==> config.mk <==
export PLATFORM = sky130hd
export DESIGN_NAME = kp_row_scanner
export DESIGN_NICKNAME = d
export VERILOG_FILES = /design/src/rtl/kp_pkg.sv /design/src/rtl/kp_debounce.sv /design/src/rtl/kp_row_scanner.sv
export SDC_FILE = /design/constraint.sdc
export NUM_CORES = 1
export LEC_CHECK = 0
export ABC_AREA = 0
export CELL_PAD_IN_SITES_DETAIL_PLACEMENT = 0
export CELL_PAD_IN_SITES_GLOBAL_PLACEMENT = 1
export CORE_UTILIZATION = 40
export DETAILED_ROUTE_END_ITERATION = 8
export MAX_ROUTING_LAYER = met4
export PLACE_DENSITY = 0.75
export SLEW_MARGIN = 0
export SYNTH_ARGS = -nofsm -noshare
export SYNTH_HDL_FRONTEND = slang
export SYNTH_SLANG_ARGS = --single-unit
==> constraint.sdc <==
create_clock -name clk -period 1.9 [get_ports clk]
set_input_delay 0.38 -clock clk [delete_from_list [all_inputs] [get_ports clk]]
set_output_delay 0.38 -clock clk [all_outputs]
set_load 0.01 [all_outputs]
==> src/rtl/kp_pkg.sv <==
// Shared definitions for the keypad row scanner: scan FSM states, key indices,
// row-idle pattern and the lowest-set-key encoder.
package kp_pkg;

  typedef enum logic [1:0] {
    ST_DRIVE  = 2'd0,
    ST_SAMPLE = 2'd1,
    ST_EVAL   = 2'd2
  } kp_state_e;

  localparam int unsigned KEY_UP1   = 0;
  localparam int unsigned KEY_DOWN1 = 4;
  localparam int unsigned KEY_UP2   = 3;
  localparam int unsigned KEY_DOWN2 = 7;
  localparam int unsigned KEY_START = 15;

  localparam logic [3:0] ROW_IDLE = 4'b1111;

  function automatic logic [3:0] lowest_idx(input logic [15:0] m);
    lowest_idx = '0;
    for (int unsigned i = 16; i > 0; i--) begin
      if (m[i-1]) lowest_idx = 4'(i - 1);
    end
  endfunction

endpackage

==> src/rtl/kp_debounce.sv <==
// Frame-level key-map debouncer and press-event encoder, stepped by eval_i.
// Optional auto-repeat of the held key is enabled by defining KP_AUTOREPEAT_EN.
module kp_debounce
  import kp_pkg::*;
#(
  parameter int unsigned DEBOUNCE_CNT  = 4,
  parameter int unsigned REPEAT_FRAMES = 50
) (
  input  logic        clk,
  input  logic        rst,
  input  logic        eval_i,
  input  logic [15:0] raw_i,
  output logic [15:0] deb_o,
  output logic        key_valid_o,
  output logic [3:0]  key_code_o
);

  if (DEBOUNCE_CNT < 1 || DEBOUNCE_CNT > 15) begin : g_bad_deb
    $error("DEBOUNCE_CNT out of range 1..15");
  end
  if (REPEAT_FRAMES < 1) begin : g_bad_rep
    $error("REPEAT_FRAMES must be >= 1");
  end

  localparam logic [3:0] CNT_MAX = 4'(DEBOUNCE_CNT);

  logic [15:0] prev_q, prev_d;
  logic [15:0] deb_q, deb_d;
  logic [3:0]  cnt_q, cnt_d;
  logic        valid_q, valid_d;
  logic [3:0]  code_q, code_d;
  logic [15:0] newpress;

`ifdef KP_AUTOREPEAT_EN
  localparam int unsigned REP_W = $clog2(REPEAT_FRAMES + 1);
  logic [REP_W-1:0] rep_q, rep_d;
`endif

  always_comb begin
    prev_d   = prev_q;
    deb_d    = deb_q;
    cnt_d    = cnt_q;
    valid_d  = 1'b0;
    code_d   = code_q;
    newpress = '0;
`ifdef KP_AUTOREPEAT_EN
    rep_d    = rep_q;
`endif
    if (eval_i) begin
      if (raw_i == prev_q) cnt_d = (cnt_q >= CNT_MAX) ? CNT_MAX : 4'(cnt_q + 4'd1);
      else                 cnt_d = 4'd1;
      prev_d = raw_i;
      if (cnt_d == CNT_MAX) begin
        deb_d    = raw_i;
        newpress = raw_i & ~deb_q;
      end
      if (|newpress) begin
        valid_d = 1'b1;
        code_d  = lowest_idx(newpress);
      end
`ifdef KP_AUTOREPEAT_EN
      // Counts completed frames with an unchanged, nonzero accepted map.
      if (deb_d != deb_q || deb_q == '0) begin
        rep_d = '0;
      end else if (rep_q == REP_W'(REPEAT_FRAMES - 1)) begin
        rep_d   = '0;
        valid_d = 1'b1;
        code_d  = lowest_idx(deb_q);
      end else begin
        rep_d = REP_W'(rep_q + 1'b1);
      end
`endif
    end
  end

  always_ff @(posedge clk) begin
    if (rst) begin
      prev_q  <= '0;
      deb_q   <= '0;
      cnt_q   <= '0;
      valid_q <= 1'b0;
      code_q  <= '0;
`ifdef KP_AUTOREPEAT_EN
      rep_q   <= '0;
`endif
    end else begin
      prev_q  <= prev_d;
      deb_q   <= deb_d;
      cnt_q   <= cnt_d;
      valid_q <= valid_d;
      code_q  <= code_d;
`ifdef KP_AUTOREPEAT_EN
      rep_q   <= rep_d;
`endif
    end
  end

  assign deb_o       = deb_q;
  assign key_valid_o = valid_q;
  assign key_code_o  = code_q;

endmodule

==> src/rtl/kp_row_scanner.sv <==
// 4x4 keypad scanner: column synchronizer, row/slot FSM and raw map capture,
// feeding kp_debounce. Auto-repeat is built when KP_AUTOREPEAT_EN is defined.
module kp_row_scanner
  import kp_pkg::*;
#(
  parameter int unsigned SCAN_DIV      = 250,
  parameter int unsigned DEBOUNCE_CNT  = 4,
  parameter int unsigned REPEAT_FRAMES = 50
) (
  input  logic       clk,
  input  logic       rst,
  input  logic [3:0] kp_col,
  output logic [3:0] kp_row,
  output logic       up1,
  output logic       down1,
  output logic       up2,
  output logic       down2,
  output logic       key_valid,
  output logic [3:0] key_code
);

  if (SCAN_DIV < 4) begin : g_bad_div
    $error("SCAN_DIV must be >= 4");
  end

  localparam int unsigned SLOT_W    = $clog2(SCAN_DIV);
  localparam logic [SLOT_W-1:0] SLOT_LAST = SLOT_W'(SCAN_DIV - 2);

  logic [3:0]        col_s1_q, col_s2_q;
  kp_state_e         state_q, state_d;
  logic [1:0]        row_q, row_d;
  logic [SLOT_W-1:0] slot_q, slot_d;
  logic [15:0]       raw_q, raw_d;
  logic              eval;
  logic [15:0]       deb;

  always_comb begin
    state_d = state_q;
    row_d   = row_q;
    slot_d  = slot_q;
    raw_d   = raw_q;
    eval    = 1'b0;
    kp_row  = ~(4'b0001 << row_q);
    unique case (state_q)
      ST_DRIVE: begin
        if (slot_q == SLOT_LAST) begin
          slot_d  = '0;
          state_d = ST_SAMPLE;
        end else begin
          slot_d = SLOT_W'(slot_q + 1'b1);
        end
      end
      ST_SAMPLE: begin
        raw_d[{row_q, 2'b00} +: 4] = ~col_s2_q;
        if (row_q == 2'd3) begin
          state_d = ST_EVAL;
        end else begin
          row_d   = 2'(row_q + 2'd1);
          state_d = ST_DRIVE;
        end
      end
      ST_EVAL: begin
        kp_row  = ROW_IDLE;
        eval    = 1'b1;
        row_d   = '0;
        state_d = ST_DRIVE;
      end
      default: state_d = ST_DRIVE;
    endcase
  end

  always_ff @(posedge clk) begin
    if (rst) begin
      col_s1_q <= '0;
      col_s2_q <= '0;
      state_q  <= ST_DRIVE;
      row_q    <= '0;
      slot_q   <= '0;
      raw_q    <= '0;
    end else begin
      col_s1_q <= kp_col;
      col_s2_q <= col_s1_q;
      state_q  <= state_d;
      row_q    <= row_d;
      slot_q   <= slot_d;
      raw_q    <= raw_d;
    end
  end

  kp_debounce #(
    .DEBOUNCE_CNT (DEBOUNCE_CNT),
    .REPEAT_FRAMES(REPEAT_FRAMES)
  ) u_debounce (
    .clk        (clk),
    .rst        (rst),
    .eval_i     (eval),
    .raw_i      (raw_q),
    .deb_o      (deb),
    .key_valid_o(key_valid),
    .key_code_o (key_code)
  );

  assign up1   = deb[KEY_UP1];
  assign down1 = deb[KEY_DOWN1];
  assign up2   = deb[KEY_UP2];
  assign down2 = deb[KEY_DOWN2];

endmodule

==> metrics.txt <==
HPWL after DPL roughly 5.5 mm; Final #Nets 473; share of layout cells above drive strength 1 between 10% and 20%; vias in the first global route ~2.7k; chip width between 90 and 100 µm; Synth cell types 35; gr usage total approximately a fifth; Synth top area share between 40% and 50%; Setup CP Type reg -> out; Final Wtd Congestion around 0.86; gate count after technology mapping ~420; largest net degree at the start of global routing 52; Mapped Nets 429; CP Cell Sequence buf_4, ha_1, nand2_1, dlygate4sd2_1; root buf cell clkbuf_8; DR iter-0 viols 156; most common cell in the netlist dfxtp_1; Mapped Avg Cell Area between 8 and 9 µm²; RSZ-0062 raised after global routing false; Layout area overhead 19.8%; CTS Buffer Depth 2; crit path launch type flop; setup TNS 0 ps; status finished, final reports clean; Post-synth EDFFs 0; DRC 0; Worst setup EP type primary output; IO Count 19; Wirelength per Cell around 13 µm; Peak VDD IR between 300 and 400 µV; worst path buffer plus inverter count 2; final worst setup slack 103 ps; Tmin final approximately 1800 ps; post-CTS setup buffer count 0; vias per cell roughly 5.0; Synth Flop Type dfxtp_1; Port Buffers 18; # rows 32; top cells by count, synth dfxtp_1, nand2_1, a21oi_1; largest delay contributor family on the critical path buffers and inverters; synth top area cells dfxtp_1, a21oi_1, nand2_1; max-slew violations 0; P per Cell Area ~700 nW/µm²; TritonCTS buffer count 9; height of the die 93.4 µm; pre-CTS setup slack between 100 and 150 ps; Yosys warnings 0; CP max FO 5; final total power ~2.8 mW; FF-to-FF path depth 6; wire length of the first global-routing pass between 10 and 15 mm; Final Setup Violations 0; drt first pass iters 4; Mapped Area 3340 µm²; Reg clk slew, reported paths ~80 ps; Hold Path Class in -> reg; initial antenna violation count 0; Core Box Area ~8000 µm²; CTS tree done; cell count along the critical path 4; hold path cells 2; Inserted Diodes 0; cell taking the most area after synthesis dfxtp_1; part of the cycle the worst path needs a little over nine tenths; Static Leak approximately 1.5 nW; WL final about 7.6 mm; Arrival @ worst endpoint between 1000 and 1500 ps; Initial Utilization 42.4%; worst-margin pin slew 374 ps; synthesis-stage register bit count 77; CP required about 1500 ps; Seq/Total Area, Yosys about 46%; max_cap viols 0; ys async rst share 0%; via count about 2.8k; Overflow after GRT 0; die area between 8000 and 9000 µm²; Crit-path slowest cell dfxtp_2; Worst-Skew Late Latency about 350 ps; final hold violation count 0; FMAX roughly 560 MHz; fill cell count 765; Setup Skew 9.37 ps; # clock sinks between 70 and 80; CP max stage delay roughly 340 ps; H-tree depth 3; max-slew headroom at the worst pin 75.0%; Routed Antenna Nets 0
==> power breakdown <==
part	internal, mW	switching (mW)	total (mW)
Combinational	0.0269	0.0369	0.0638
Clock	0.478	0.616	1.09
Sequential	1.63	0.0110	1.64
Total	2.13	0.664	2.79
==> cell type report <==
type	count	area, µm²	area share (%)
sequential	77	1550	38.6
tap	102	128	3.19
clock inverter	5	35.0	0.875
inverter	9	33.8	0.843
clock buffer	11	131	3.28
multi-input combinational	313	1720	42.9
timing repair buffer	49	415	10.4
==> routing by layer <==
layer / GRT usage, % / wire, µm / vias up
li1: - / - / 1472
met4: 8.33 / 137 / 0
met5: - / 0 / -
met1: 26.5 / 3820 / 1288
met3: 3.17 / 332 / 13
met2: 29.8 / 3340 / 57
==> flip-flops by register name (all words and copies together) (netlist names) <==
register and count:
u_debounce.key_code_o 4, u_debounce.prev_q 16, state_q 2, col_s1_q 4, raw_q 16, u_debounce.cnt_q 4
col_s2_q 4, u_debounce.deb_o 16, slot_q 8, row_q 2, u_debounce.key_valid_o 1
==> per-stage QoR <==
| stage | util (%) | hold WS (ps) | instances | area, µm² |
|---|---|---|---|---|
| final | 50.8 | 333 | 566 | 4010 |
| after global routing | 50.8 | 337 | 566 | 4010 |
| after CTS | 50.7 | 331 | 566 | 4000 |
| after detailed placement | 48.6 | 424 | 550 | 3830 |
| after global placement | 48.6 | 418 | 550 | 3830 |
| after floorplan | - | 414 | 415 | 3340 |
==> timing repair <==
| action | in CTS | in global routing |
|---|---|---|
| gates resized for setup | 9 | 2 |
| setup endpoints to repair | 4 | 6 |
| hold buffers | 0 | 0 |
| pin swaps | 0 | 0 |
==> final timing paths <==
path	from	to	slack [ps]
worst max-delay path	row_q[0]$_SDFFE_PP0P_	kp_row[3]	100
worst max register to register	state_q[1]$_SDFFE_PP0P_	raw_q[4]$_SDFFE_PP0P_	120
worst min-delay path	rst	u_debounce.cnt_q[1]$_SDFFE_PP0P_	330
worst min register to register	col_s1_q[3]$_SDFF_PP0_	col_s2_q[3]$_SDFF_PP0_	440
==> cells by family after synthesis <==
logic type	after synthesis	synth area share (%)
AND/OR/NAND/NOR	204	28.8
multiplexers	3	0.898
AO/OA/AOI/OAI	75	12.3
adder cells (fa/ha/maj)	8	2.99
XOR/XNOR	23	6.02
buffers and inverters	25	2.88
flip-flops	77	46.1
==> cells in the final DEF (no fill, tap or decap), drive strengths merged, types with 3 or more instances in the layout <==
cell type | Yosys | final
nand2 | 70 | 70
nand3 | 22 | 22
clkdlybuf4s50 | 0 | 13
nor2 | 57 | 57
dfxtp | 77 | 77
inv | 9 | 10
nand2b | 15 | 15
xor2 | 4 | 4
o211ai | 3 | 3
nor2b | 15 | 15
o21ai | 7 | 7
xnor2 | 19 | 19
mux2i | 3 | 3
clkbuf | 13 | 11
ha | 8 | 8
dlygate4sd2 | 0 | 4
buf | 3 | 32
a21oi | 59 | 59
nand4 | 10 | 10
clkinv | 0 | 3
nor3b | 3 | 3
Note: power is estimated with default switching activity, not from simulation.
